--- src/rtl/gat_subgraph_scheduler.sv ---
// Layer sequencer for the GAT pipeline: waits for BRAM loads, issues subgraph IDs to SPMM
// under an in-flight credit limit, and pulses layer_done_o once every subgraph has retired.
// Define GAT_SCHED_PERF_EN to add the load-wait, layer-length and stall cycle counters.
module gat_subgraph_scheduler #(
  parameter int unsigned NUM_SUBGRAPHS = 2708,
  parameter int unsigned MAX_INFLIGHT  = 4,
  parameter int unsigned SG_ID_W       = (NUM_SUBGRAPHS > 1) ? $clog2(NUM_SUBGRAPHS) : 1,
  parameter int unsigned CNT_W         = $clog2(NUM_SUBGRAPHS + 1),
  parameter int unsigned CRD_W         = $clog2(MAX_INFLIGHT + 1)
) (
  input  logic               clk,
  input  logic               rst_n,
  input  logic               start_i,
  input  logic               h_data_bram_load_done,
  input  logic               h_node_info_bram_load_done,
  input  logic               wgt_bram_load_done,
  input  logic               a_bram_load_done,
  output logic               spmm_vld_o,
  input  logic               spmm_rdy_i,
  output logic [SG_ID_W-1:0] spmm_sg_id_o,
  input  logic               aggr_done_i,
  output logic [CRD_W-1:0]   inflight_o,
  output logic [CNT_W-1:0]   issued_cnt_o,
  output logic [CNT_W-1:0]   retired_cnt_o,
  output logic               busy_o,
  output logic               layer_done_o,
  output logic               err_o
`ifdef GAT_SCHED_PERF_EN
  ,
  output logic [31:0]        load_wait_cyc_o,
  output logic [31:0]        layer_cyc_o,
  output logic [31:0]        stall_cyc_o
`endif
);

  localparam logic [CNT_W-1:0] NUM_SG  = CNT_W'(NUM_SUBGRAPHS);
  localparam logic [CRD_W-1:0] MAX_CRD = CRD_W'(MAX_INFLIGHT);

  typedef enum logic [2:0] {
    ST_IDLE      = 3'd0,
    ST_WAIT_LOAD = 3'd1,
    ST_ISSUE     = 3'd2,
    ST_DRAIN     = 3'd3,
    ST_DONE      = 3'd4
  } state_t;

  state_t             state_q, state_d;
  logic               vld_q, vld_d;
  logic [SG_ID_W-1:0] sg_id_q, sg_id_d;
  logic [CNT_W-1:0]   issued_q, issued_d;
  logic [CNT_W-1:0]   retired_q, retired_d;
  logic [CRD_W-1:0]   inflight_q, inflight_d;
  logic               busy_q, busy_d;
  logic               done_q, done_d;
  logic               err_q, err_d;

  logic xfer;
  logic all_loaded;
  logic active;

  assign xfer       = vld_q & spmm_rdy_i;
  assign all_loaded = h_data_bram_load_done & h_node_info_bram_load_done &
                      wgt_bram_load_done & a_bram_load_done;
  assign active     = (state_q == ST_ISSUE) || (state_q == ST_DRAIN) || (state_q == ST_DONE);

  // State and registered outputs
  always_ff @(posedge clk) begin
    if (!rst_n) begin
      state_q    <= ST_IDLE;
      vld_q      <= 1'b0;
      sg_id_q    <= '0;
      issued_q   <= '0;
      retired_q  <= '0;
      inflight_q <= '0;
      busy_q     <= 1'b0;
      done_q     <= 1'b0;
      err_q      <= 1'b0;
    end else begin
      state_q    <= state_d;
      vld_q      <= vld_d;
      sg_id_q    <= sg_id_d;
      issued_q   <= issued_d;
      retired_q  <= retired_d;
      inflight_q <= inflight_d;
      busy_q     <= busy_d;
      done_q     <= done_d;
      err_q      <= err_d;
    end
  end

  // Next-state, credit accounting and output decode
  always_comb begin
    state_d    = state_q;
    sg_id_d    = sg_id_q;
    issued_d   = issued_q;
    retired_d  = retired_q;
    inflight_d = inflight_q;
    err_d      = err_q;

    // A done with nothing in flight and no same-cycle issue to cover it is a protocol error
    if (active) begin
      if (xfer) begin
        sg_id_d  = sg_id_q + SG_ID_W'(1);
        issued_d = issued_q + CNT_W'(1);
      end
      if (aggr_done_i) begin
        if ((inflight_q == '0) && !xfer) begin
          err_d = 1'b1;
        end else begin
          retired_d = retired_q + CNT_W'(1);
        end
      end
      if (xfer && !aggr_done_i) begin
        inflight_d = inflight_q + CRD_W'(1);
      end else if (!xfer && aggr_done_i && (inflight_q != '0)) begin
        inflight_d = inflight_q - CRD_W'(1);
      end
    end

    case (state_q)
      ST_IDLE: begin
        if (aggr_done_i) err_d = 1'b1;
        if (start_i) begin
          state_d    = ST_WAIT_LOAD;
          sg_id_d    = '0;
          issued_d   = '0;
          retired_d  = '0;
          inflight_d = '0;
        end
      end
      ST_WAIT_LOAD: begin
        if (aggr_done_i) err_d = 1'b1;
        if (all_loaded) state_d = ST_ISSUE;
      end
      ST_ISSUE: begin
        if (issued_d == NUM_SG) state_d = ST_DRAIN;
      end
      ST_DRAIN: begin
        if (retired_d == NUM_SG) state_d = ST_DONE;
      end
      ST_DONE: begin
        state_d = ST_IDLE;
      end
      default: begin
        state_d = ST_IDLE;
      end
    endcase

    // Valid looks at next-cycle counts so a credit-exhausting issue drops it immediately
    vld_d  = (state_d == ST_ISSUE) && (inflight_d < MAX_CRD) && (issued_d < NUM_SG);
    busy_d = (state_d != ST_IDLE);
    done_d = (state_d == ST_DONE);
  end

  assign spmm_vld_o    = vld_q;
  assign spmm_sg_id_o  = sg_id_q;
  assign inflight_o    = inflight_q;
  assign issued_cnt_o  = issued_q;
  assign retired_cnt_o = retired_q;
  assign busy_o        = busy_q;
  assign layer_done_o  = done_q;
  assign err_o         = err_q;

`ifdef GAT_SCHED_PERF_EN
  logic [31:0] load_wait_q;
  logic [31:0] layer_q;
  logic [31:0] stall_q;
  logic        first_seen_q;
  logic        start_acc;
  logic        credit_blk;

  assign start_acc  = (state_q == ST_IDLE) && start_i;
  assign credit_blk = (state_q == ST_ISSUE) && !vld_q && (inflight_q == MAX_CRD) &&
                      (issued_q < NUM_SG);

  // Saturating performance counters, cleared when a start is accepted
  always_ff @(posedge clk) begin
    if (!rst_n || start_acc) begin
      load_wait_q  <= '0;
      layer_q      <= '0;
      stall_q      <= '0;
      first_seen_q <= 1'b0;
    end else begin
      if ((state_q == ST_WAIT_LOAD) && (load_wait_q != '1)) begin
        load_wait_q <= load_wait_q + 32'd1;
      end
      if (xfer) first_seen_q <= 1'b1;
      if (active && (first_seen_q || xfer) && (layer_q != '1)) begin
        layer_q <= layer_q + 32'd1;
      end
      if ((state_q == ST_ISSUE) && ((vld_q && !spmm_rdy_i) || credit_blk) &&
          (stall_q != '1)) begin
        stall_q <= stall_q + 32'd1;
      end
    end
  end

  assign load_wait_cyc_o = load_wait_q;
  assign layer_cyc_o     = layer_q;
  assign stall_cyc_o     = stall_q;
`endif

endmodule

--- config.mk ---
export PLATFORM = sky130hd
export DESIGN_NAME = gat_subgraph_scheduler
export DESIGN_NICKNAME = d
export VERILOG_FILES = /design/src/rtl/gat_subgraph_scheduler.sv
export SDC_FILE = /design/constraint.sdc
export NUM_CORES = 1
export LEC_CHECK = 0
export ABC_CLOCK_PERIOD_IN_PS = 6250
export CAP_MARGIN = 10
export CORE_MARGIN = 1.5
export CORE_UTILIZATION = 30
export DETAILED_ROUTE_END_ITERATION = 12
export DONT_BUFFER_PORTS = 1
export PLACE_DENSITY = 0.41
export SLEW_MARGIN = 10
export SYNTH_ARGS = -nofsm -noshare
export SYNTH_HDL_FRONTEND = slang
export SYNTH_SLANG_ARGS = --single-unit
export TNS_END_PERCENT = 20
--- constraint.sdc ---
create_clock -name clk -period 6.25 [get_ports clk]
set_clock_uncertainty 0.2 [all_clocks]
set_input_delay 0.3125 -clock clk [delete_from_list [all_inputs] [get_ports clk]]
set_output_delay 0.3125 -clock clk [all_outputs]
set_load 0.005 [all_outputs]
Word-level counts from Yosys, hierarchy flattened

Index checks and enable logic that the tools add are counted.

Bitwise operators: 4
Equality and inequality tests: 8
Reductions and logical operators: 15
Add/sub/neg operators: 5
$lt $le $gt $ge: 2
Mux-type cells: 28

Operators with widths:

| cell                    | number |
|---|---|
| $mux W12                | 13 |
| $add A12 B1 Y12 const B | 3 |
| $mux W3                 | 9 |
| $eq A12 B12 Y1 const B  | 2 |
| $lt A12 B12 Y1 const B  | 1 |
| $pmux W3 S4             | 1 |
| $eq A3 B2 Y1 const B    | 3 |
| $eq A3 B3 Y1 const B    | 2 |
| $logic_and A1 B1 Y1     | 6 |
| $logic_not A3 Y1        | 2 |
| $reduce_bool A3 Y1      | 2 |
| $mux W1                 | 5 |
| $and A1 B1 Y1           | 4 |
| $add A3 B1 Y3 const B   | 1 |
| $eq A3 B1 Y1 const B    | 1 |
| $lt A3 B3 Y1 const B    | 1 |
| $sub A3 B1 Y3 const B   | 1 |
| $logic_not A1 Y1        | 2 |
| $logic_or A1 B1 Y1      | 2 |
| $reduce_or A2 Y1        | 1 |

Logic and storage cells: 71
Input port bits: 9
Output and inout port bits: 43
Register bits: 46

Logic depth before layout (Yosys ltp)

Gate-level depths: netlist of the first run.

Word-level depth: 12
Gate-level depth with buffers: 10
Gate-level depth less buffers: 9

Least setup slack after synthesis of the first run

OpenSTA, ideal clock, no wires.

Kind: register to register
Start: register state_q[1]
End: register state_q[0]
Path buffers: 1
Period minus slack after synthesis: 2,738 ps
Required time: 5,935 ps
Path slack: 3,512 ps
Stages on the path, launching flop included: 9
Arrival time: 2,424 ps
Path through: dfxtp_1 -> buf_6 -> or3b_4 -> a221oi_4 -> nand4_4 -> or3_4 -> a2111oi_4 -> o21ai_1 -> and2_1

Word-level cells in the longest chain between the ends: 7

Ends and longest elaborated chain:

| element                           | RTL line | source |
|---|---|---|
| from (decl)                       | 47       | `state_t state_q, state_d;` |
| from (signal assigned)            | 79       | `state_q <= state_d;` |
| $eq A3 B2 Y1                      | 64, 120  |  |
| $logic_or A1 B1 Y1 (2 in a row)   | 64       | `assign active = (state_q == ST_ISSUE) \|\| (state_q == ST_DRAIN) \|\| (state_q == ST_DONE);` |
| $mux W12                          | 101      | `if (active) begin` |
| $eq A12 B12 Y1 (on tied branches) | 139, 136 |  |
| $mux W3 (on tied branches)        | 139, 136 |  |
| $pmux W3 S4 *                     | 120      | `case (state_q)` |

Mark *: on every way between the ends. The rest lies on a longest branch, timed or not.
A chain may end at the register's enable or synchronous reset.

Worst setup path in the final report of the first run

Ends and elaborated chain as after synthesis.

==> results of run 1 <==
synthesized netlist by cell type (8+ instances only):
cell and n:
clkbuf_1 14, or3_1 9, nand4_1 8, xor2_1 16, o21ai_0 16, a21oi_1 16
dfxtp_1 46, nand3_1 12, inv_1 9, nor2_1 38, xnor2_1 15, nand2_1 30
power by group through the flow:
stage / registers, mW / clock network [mW] / logic, mW
floorplan: 0.304 / 0 / 0.0181
global placement: 0.306 / 0 / 0.0220
detailed placement: 0.306 / 0 / 0.0220
CTS: 0.300 / 0.209 / 0.0232
global route: 0.300 / 0.218 / 0.0257
finish: 0.299 / 0.191 / 0.0222
cell families (layout without fill, tap and decap cells):
family | count (synthesis) | count (layout) | share of synthesized area, %
simple gates | 151 | 151 | 31.2
compound gates | 64 | 64 | 16.9
flops | 46 | 46 | 34.3
xor+xnor | 31 | 31 | 10.1
buf+inv | 28 | 20 | 4.33
fa+ha+maj | 6 | 6 | 2.79
mux | 1 | 1 | 0.373
worst max-delay path, stage by stage, from the launching register on:
cell and delay (ps):
dfxtp_1 550, nor2b_1 670, o221ai_1 560, or4_1 650, a221o_1 360, a2111oi_4 390
o21ai_1 110, and2_1 150
layer usage:
metal,vias to the layer above,global-route usage (%),part of all wire (%)
li1,1159,-,-
met1,1073,21.1,49
met2,58,21.8,43
met3,7,4.10,6.3
met4,0,4.62,1.3
met5,-,0,0
state kept, by name, indices dropped and copies added, names as in the netlist, named ones only:
name,flops
issued_cnt_o,12
retired_cnt_o,12
spmm_sg_id_o,12
inflight_o,3
state_q,3
busy_o,1
layer_done_o,1
spmm_vld_o,1
worst max-delay path by stage:
stage,to,cells after the start
after global placement,state_q[0],7
after detailed placement,state_q[0],7
final,state_q[0],7
after CTS,state_q[0],7
after global routing,spmm_vld_o,7
after floorplan,state_q[0],8
repair_timing:
action,in CTS,in global routing
endpoints found under the hold margin,6,0
setup endpoints to repair,0,0
setup buffers,0,0
hold buffers,1,0
cell type report:
class | instances | share of cell area (%)
inverters | 9 | 1.18
clock buffers | 5 | 2.41
repair buffers | 3 | 0.876
flip-flops and latches | 46 | 32.2
well taps | 108 | 4.73
clock inverters | 3 | 0.832
multi-input cells | 253 | 57.7
through the flow:
stage	util (%)	setup slack [ps]	area, um^2	hold WS [ps]	total power, mW
finish	32.9	2510	2860	99.4	0.513
global route	32.9	2220	2860	117	0.544
CTS	32.9	2500	2860	92.7	0.532
detailed placement	31.7	2520	2750	236	0.328
global placement	31.7	2610	2750	233	0.328
floorplan	-	3510	2690	230	0.322
==> results.yml, run 1 <==
setup_path:
  reg2reg_slack_ps: 2510
  worst_setup_path_end_kind: "flip-flop"
  path_class: "reg -> reg"
  worst_r2r_startpoint: "state_q[1]"
  timing.critical_path.arrival_ps: 3750
  ff2ff_path_depth: 7
  data_required_time_of_the_worst_path_ps: 6260
  timing.critical_path.from_type: "flip-flop"
  regToRegEndpoint: "state_q[0]"
  crit_fanout: 13
  startpoint: "state_q[1]"
cells_and_area:
  footprint_of_the_multi_input_gates_um2: 1650
  mostFrequentLayoutCells: "dfxtp_1, nor2_1, nand2_1"
  design.final.nets: 333
  fin_cells: 427
  final.fill_count: 928
  antenna-diode-count: 0
  final-seq-area_um2: 921
  layout.cells.most_common: "dfxtp_1"
  area_delta_synth_final_pct: 6.33
  final_layout_size_suffix_gt1_share_pct: 5.33
pwr:
  power_frac_clock_pct: 37.3
  power_per_cell_area_nw_per_um2: 180
  power.internal_mw: 0.383
  power.ir.vdd_worst_v: 0.0000682
  power.switching_mw: 0.130
  power.share.sequential_pct: 58.4
  combinationalPowerShare_pct: 4.3
  sw_frac_of_total_pct: 25.3
  p_leak_nw: 0.889
timing:
  slew-limit-headroom_pct: 39.6
  report.final.hold_viol_count: 0
  rsz0062_at_grt: "no"
  timing_max_transition_violations_final: 0
  count_of_endpoints_failing_setup_in_the_final_report: 0
  final.min_clock_period_ps: 3740
  setup_tns_after_final_layout_ps: 0
  min_period_over_period_pct: 59.9
  worst-slew-pin-transition_ps: 906
  fmaxAchievable_mhz: 267
global_route:
  grt_pass1_vias: 2148
  largest_net_degree_at_the_start_of_global_routing: 32
  groute.usage.overall_pct: 14.9
  antenna_found_initial: 0
  grt_first_pass_wirelength_um: 11500
  grt_remaining_overflow: 0
outcome:
  outcome: "complete, no violations"
logic_synthesis:
  synth.net_count: 342
  synth-async-reset-ratio_pct: 0
  largest_cells_by_area_after_synthesis: "dfxtp_1, nor2_1, xor2_1"
  yosys.cell_types.count: 53
  postSynthCellCount: 327
  post_synth.cell_area_avg_um2: 8.22
  yosys_reg_bits: 46
  synth_warnings: 0
  ys_seq_area_share_pct: 34.3
  yosys.area.top_type_share_pct: 34.3
  number_of_flops_mapped_to_enable_cells_by_yosys: 0
  synth_area_leader_cell: "dfxtp_1"
  ys_dominant_reg_cell: "dfxtp_1"
  post_synth_instance_area_um2: 2690
min_path:
  holdPathEnd: "inflight_o[1]"
  worst_hold_startpoint: "aggr_done_i"
  timing.hold.worst_path_depth: 3
  worst_hold_path_type: "in -> reg"
floorplan:
  core_area_um2: 8680
  io_pins: 52
  start_util_pct: 31.0
  site_row_count: 34
  die_x_um: 97.6
  die_area_um2: 9530
  die_h_um: 97.6
route:
  detailedRoute.firstPassIterationCount: 4
  route.antenna.remaining_nets: 0
  routed_via_density: 5.38
  drt_drc_violations_left: 0
  detail_route.wirelength_um: 6840
  drt-wirelength-per-cell_um: 16.0
  detailroute.via_count: 2297
  first_iter_violations: 58
clocking:
  ctsResizeCount: 0
  skew_pair_late_insertion_delay_ps: 300
  cts_htree_levels: 2
  clockBufferDepth: 2
  cts_root_buf: "clkbuf_8"
  cts.reportedPaths.clkPinSlew_ps: 90
  cts_made_buffers: 5
  clock-sinks: 46
  cts_tree: "yes"
placement:
  place.gp.congestion: 0.773
  placed_cells_incl_taps: 418
  io_buffers: 0
  dp_hpwl_um: 4930
job:
  cap_viol_max_count: 0
Power figures use the tool's default switching activity.
==> run 2, diff against run 1 <==
--- a/config.mk
+++ b/config.mk
@@ -5,7 +5,7 @@
 export SDC_FILE = /design/constraint.sdc
 export NUM_CORES = 1
 export LEC_CHECK = 0
-export ABC_CLOCK_PERIOD_IN_PS = 6250
+export ABC_CLOCK_PERIOD_IN_PS = 3800
 export CAP_MARGIN = 10
 export CORE_MARGIN = 1.5
 export CORE_UTILIZATION = 30
==> constraint.sdc (replaced) <==
create_clock -name clk -period 3.8 [get_ports clk]
set_clock_uncertainty 0.2 [all_clocks]
set_input_delay 0.19 -clock clk [delete_from_list [all_inputs] [get_ports clk]]
set_output_delay 0.19 -clock clk [all_outputs]
set_load 0.005 [all_outputs]
==> results.yml, run 2 (synthesis gave the netlist of run 1 again) <==
floorplan:
  core_area_um2: 8680
  die_x_um: 97.6
  io_pins: 52
  die_area_um2: 9530
  start_util_pct: 31.0
  die_h_um: 97.6
  site_row_count: 34
cells_and_area:
  layout.cells.most_common: "dfxtp_1"
  footprint_of_the_multi_input_gates_um2: 1650
  finish.instance_area_um2: 2890
  area_delta_synth_final_pct: 7.55
  layout.core_utilization_pct: 33.3
  final.fill_count: 961
  mostFrequentLayoutCells: "dfxtp_1, nor2_1, nand2_1"
  antenna-diode-count: 0
  design.final.nets: 337
  final_layout_size_suffix_gt1_share_pct: 6.19
  final-seq-area_um2: 921
  fin_cells: 431
setup_path:
  path_class: "reg -> reg"
  worst_setup_path_end_kind: "flip-flop"
  crit_fanout: 12
  timing.critical_path.from_type: "flip-flop"
  data_required_time_of_the_worst_path_ps: 3810
  regToRegEndpoint: "state_q[0]"
  reg2reg_slack_ps: 640
  timing.critical_path.arrival_ps: 3180
  ff2ff_path_depth: 8
  worst_r2r_startpoint: "state_q[2]"
timing:
  hold_slack_ps: 43.9
  count_of_endpoints_failing_setup_in_the_final_report: 0
  final.setup.worst_slack_ps: 637
  report.final.hold_viol_count: 0
  min_period_over_period_pct: 83.2
  slew-limit-headroom_pct: 57.0
  setup_tns_after_final_layout_ps: 0
  worst-slew-pin-transition_ps: 646
  timing_max_transition_violations_final: 0
  final.min_clock_period_ps: 3160
  fmaxAchievable_mhz: 316
  rsz0062_at_grt: "no"
route:
  routed_via_density: 5.31
  drt-wirelength-per-cell_um: 15.7
  detailroute.via_count: 2288
  route.antenna.remaining_nets: 0
  routedLengthMet1_um: 3300
  detail_route.wirelength_um: 6760
  detailedRoute.firstPassIterationCount: 4
  drt_drc_violations_left: 0
  first_iter_violations: 92
  routed-wl-met3_um: 456
  highest_routed_layer: "met4"
  met2WireLength_um: 2920
global_route:
  groute.usage.overall_pct: 14.4
  antenna_found_initial: 0
  grt_remaining_overflow: 0
  grt_pass1_vias: 2099
  grt_first_pass_wirelength_um: 11100
  largest_net_degree_at_the_start_of_global_routing: 30
clocking:
  ctsHoldBuffers: 2
  cts_made_buffers: 5
  cts_root_buf: "clkbuf_8"
  cts_tree: "yes"
  clock-sinks: 46
  ctsResizeCount: 0
  skew_pair_late_insertion_delay_ps: 310
  cts.repair_timing.setup_buffer_count: 0
  clockBufferDepth: 2
  cts_htree_levels: 2
  cts.reportedPaths.clkPinSlew_ps: 90
placement:
  placed_cells_incl_taps: 421
  dp_hpwl_um: 4830
  post_dp_cell_area_um2: 2780
  preCtsSetupSlack_ps: 669
  place.gp.congestion: 0.756
  io_buffers: 0
job:
  cap_viol_max_count: 0
pwr:
  p_leak_nw: 0.908
  total_power_mw: 0.850
  power_per_cell_area_nw_per_um2: 294
  power.ir.vdd_worst_v: 0.000147
min_path:
  worst_hold_startpoint: "aggr_done_i"
  holdPathEnd: "inflight_o[0]"
  worst_hold_path_type: "in -> reg"
  timing.hold.worst_path_depth: 4
outcome:
  outcome: "complete, no violations"
run 2: changes by cell type in the layout (fill, tap and decap cells not counted), sizes merged:
cell         change
buf              +3
dlygate4sd3      +1
run 2: worst max-delay path: stages, from the launching register on:
cell       delay, ps
dfxtp_1          510
nor3b_4          450
o221ai_1         160
buf_4            200
or4_1            520
a221o_1          360
a2111oi_4        400
o21ai_1          110
and2_1           160
run 2: cell type report:
cell class | instances | area share (%)
multi-input cells | 253 | 57.1
flip-flops and latches | 46 | 31.9
clock inverters | 3 | 0.823
repair buffers | 7 | 1.99
clock buffers | 5 | 2.38
well taps | 108 | 4.68
inverters | 9 | 1.17
run 2: how the worst max path moves through the flow:
| stage | start | to | cells after the start |
|---|---|---|---|
| after floorplan | state_q[1] | state_q[0] | 8 |
| after CTS | state_q[2] | spmm_vld_o | 8 |
| final | state_q[2] | state_q[0] | 8 |
| after global placement | state_q[2] | state_q[0] | 8 |
| after detailed placement | state_q[2] | state_q[0] | 8 |
| after global routing | state_q[2] | spmm_vld_o | 8 |
run 2: layer usage:
| layer | vias up | track usage, % |
|---|---|---|
| met4 | 0 | 4.62 |
| met2 | 50 | 21.1 |
| met5 | - | 0 |
| li1 | 1171 | - |
| met3 | 8 | 5.11 |
| met1 | 1059 | 19.7 |
run 2: report_power, final:
group | total, mW | switching [mW] | leakage [nW] | internal (mW)
Clock | 0.319 | 0.187 | 0.0408 | 0.132
Combinational | 0.0384 | 0.0252 | 0.496 | 0.0133
Sequential | 0.493 | 0.00685 | 0.371 | 0.486
==> run 3, diff against run 2 <==
--- a/config.mk
+++ b/config.mk
@@ -5,13 +5,13 @@
 export SDC_FILE = /design/constraint.sdc
 export NUM_CORES = 1
 export LEC_CHECK = 0
-export ABC_CLOCK_PERIOD_IN_PS = 3800
+export ABC_CLOCK_PERIOD_IN_PS = 2700
 export CAP_MARGIN = 10
 export CORE_MARGIN = 1.5
 export CORE_UTILIZATION = 30
 export DETAILED_ROUTE_END_ITERATION = 12
 export DONT_BUFFER_PORTS = 1
-export PLACE_DENSITY = 0.41
+export PLACE_DENSITY = 0.42
 export SLEW_MARGIN = 10
 export SYNTH_ARGS = -nofsm -noshare
 export SYNTH_HDL_FRONTEND = slang
==> constraint.sdc (replaced) <==
create_clock -name clk -period 2.7 [get_ports clk]
set_clock_uncertainty 0.2 [all_clocks]
set_input_delay 0.135 -clock clk [delete_from_list [all_inputs] [get_ports clk]]
set_output_delay 0.135 -clock clk [all_outputs]
set_load 0.005 [all_outputs]
==> results.yml, run 3 (synthesis gave the netlist of run 1 again) <==
pwr:
  p_leak_nw: 1.10
  total_power_mw: 1.22
  power_per_cell_area_nw_per_um2: 380
  power.ir.vdd_worst_v: 0.000168
outcome:
  outcome: "complete, no violations"
clocking:
  cts.reportedPaths.clkPinSlew_ps: 100
  cts_tree: "yes"
  clock-sinks: 46
  cts_root_buf: "clkbuf_8"
  clockBufferDepth: 2
  cts_htree_levels: 2
  cts_made_buffers: 5
  skew_pair_late_insertion_delay_ps: 310
placement:
  io_buffers: 0
  preCtsSetupSlack_ps: -28.5
  place.gp.congestion: 0.811
  dp_hpwl_um: 5380
  post_dp_cell_area_um2: 3030
setup_path:
  cp_slowest_cell: "or3b_4"
  data_required_time_of_the_worst_path_ps: 2700
  timing.critical_path.from_type: "flip-flop"
  worst_setup_path_end_kind: "flip-flop"
  critical_path.max_stage_delay_ps: 420
  timing.critical_path.arrival_ps: 2600
  path_class: "reg -> reg"
  crit_fanout: 5
  crit_path_cell_trace: "or3b_4, a221oi_4, nand4_4, or3_4, a2111oi_4, o21ai_1, and2_1"
  reg2reg_slack_ps: 100
route:
  detail_route.wirelength_um: 7250
  route.antenna.remaining_nets: 0
  detailroute.via_count: 2429
  drt_drc_violations_left: 0
  detailedRoute.firstPassIterationCount: 4
  routed_via_density: 5.18
  first_iter_violations: 69
  drt-wirelength-per-cell_um: 15.5
timing:
  rsz0062_at_grt: "yes"
  min_period_over_period_pct: 96.4
  hold_slack_ps: 45.3
  timing_max_transition_violations_final: 0
  report.final.hold_viol_count: 0
  final.min_clock_period_ps: 2600
  slew-limit-headroom_pct: 61.2
  fmaxAchievable_mhz: 384
  final.setup.worst_slack_ps: 97.9
  setup_tns_after_final_layout_ps: 0
  worst-slew-pin-transition_ps: 575
  count_of_endpoints_failing_setup_in_the_final_report: 0
cells_and_area:
  layout.cells.most_common: "dfxtp_1"
  final_layout_size_suffix_gt1_share_pct: 17.5
  final.fill_count: 947
  design.final.nets: 375
  area_delta_synth_final_pct: 19.3
  antenna-diode-count: 0
  finish.instance_area_um2: 3210
  mostFrequentLayoutCells: "dfxtp_1, buf_4, nor2_1, nand2_1"
floorplan:
  site_row_count: 34
  core_area_um2: 8680
  die_area_um2: 9530
  die_h_um: 97.6
  io_pins: 52
  start_util_pct: 31.0
  die_x_um: 97.6
min_path:
  worst_hold_path_type: "in -> reg"
global_route:
  grt_remaining_overflow: 0
  grt_first_pass_wirelength_um: 12200
  antenna_found_initial: 0
  groute.usage.overall_pct: 15.7
  grt_pass1_vias: 2340
  largest_net_degree_at_the_start_of_global_routing: 31
job:
  cap_viol_max_count: 0
[run 3: worst paths after layout]
path / end / startpoint / cells past startpoint
max: state_q[0] / state_q[1] / 7
min: inflight_o[1] / aggr_done_i / 4
max reg2reg: state_q[0] / state_q[1] / 7
min reg2reg: flip-flop / flip-flop / 1
[run 3: final cells by class]
cell class	instances	area [um^2]	area share, %
Multi-Input combinational cell	253	1670	52.0
Sequential cell	46	926	28.9
Timing Repair Buffer	45	350	10.9
Tap cell	108	135	4.22
Clock buffer	5	68.8	2.15
Inverter	9	33.8	1.05
Clock inverter	3	23.8	0.742
[run 3: stage by stage]
step | util (%) | instances
2_1_floorplan | - | 327
3_3_place_gp | 34.9 | 455
3_5_place_dp | 34.9 | 455
4_1_cts | 36.6 | 468
5_1_grt | 36.9 | 469
6_report | 36.9 | 469
[run 3: worst max-delay path, delay by kind of cell (launching register included)]
family          cells  cell delay, ps
simple gates        4            1070
compound gates      3             880
flops               1             360
[run 3: timing repair]
| action | CTS | global route |
|---|---|---|
| resized for setup | 1 | 7 |
| hold buffers | 5 | 0 |
| setup endpoints to repair | 2 | 4 |
| endpoints found under the hold margin | 16 | 0 |
| setup buffers | 0 | 1 |
| pin swaps | 1 | 6 |
[run 3: power breakdown]
group | switching (mW) | leakage [nW] | internal, mW
clock | 0.268 | 0.0408 | 0.186
combinational | 0.0446 | 0.690 | 0.0315
sequential | 0.00496 | 0.373 | 0.684
[run 3: per-layer routing]
layer / GRT usage [%] / vias to the layer above / wire [um]
li1: - / 1242 / -
met1: 22.1 / 1142 / 3660
met2: 24.1 / 43 / 3210
met3: 3.74 / 2 / 335
met4: 3.63 / 0 / 44
met5: 0 / - / 0
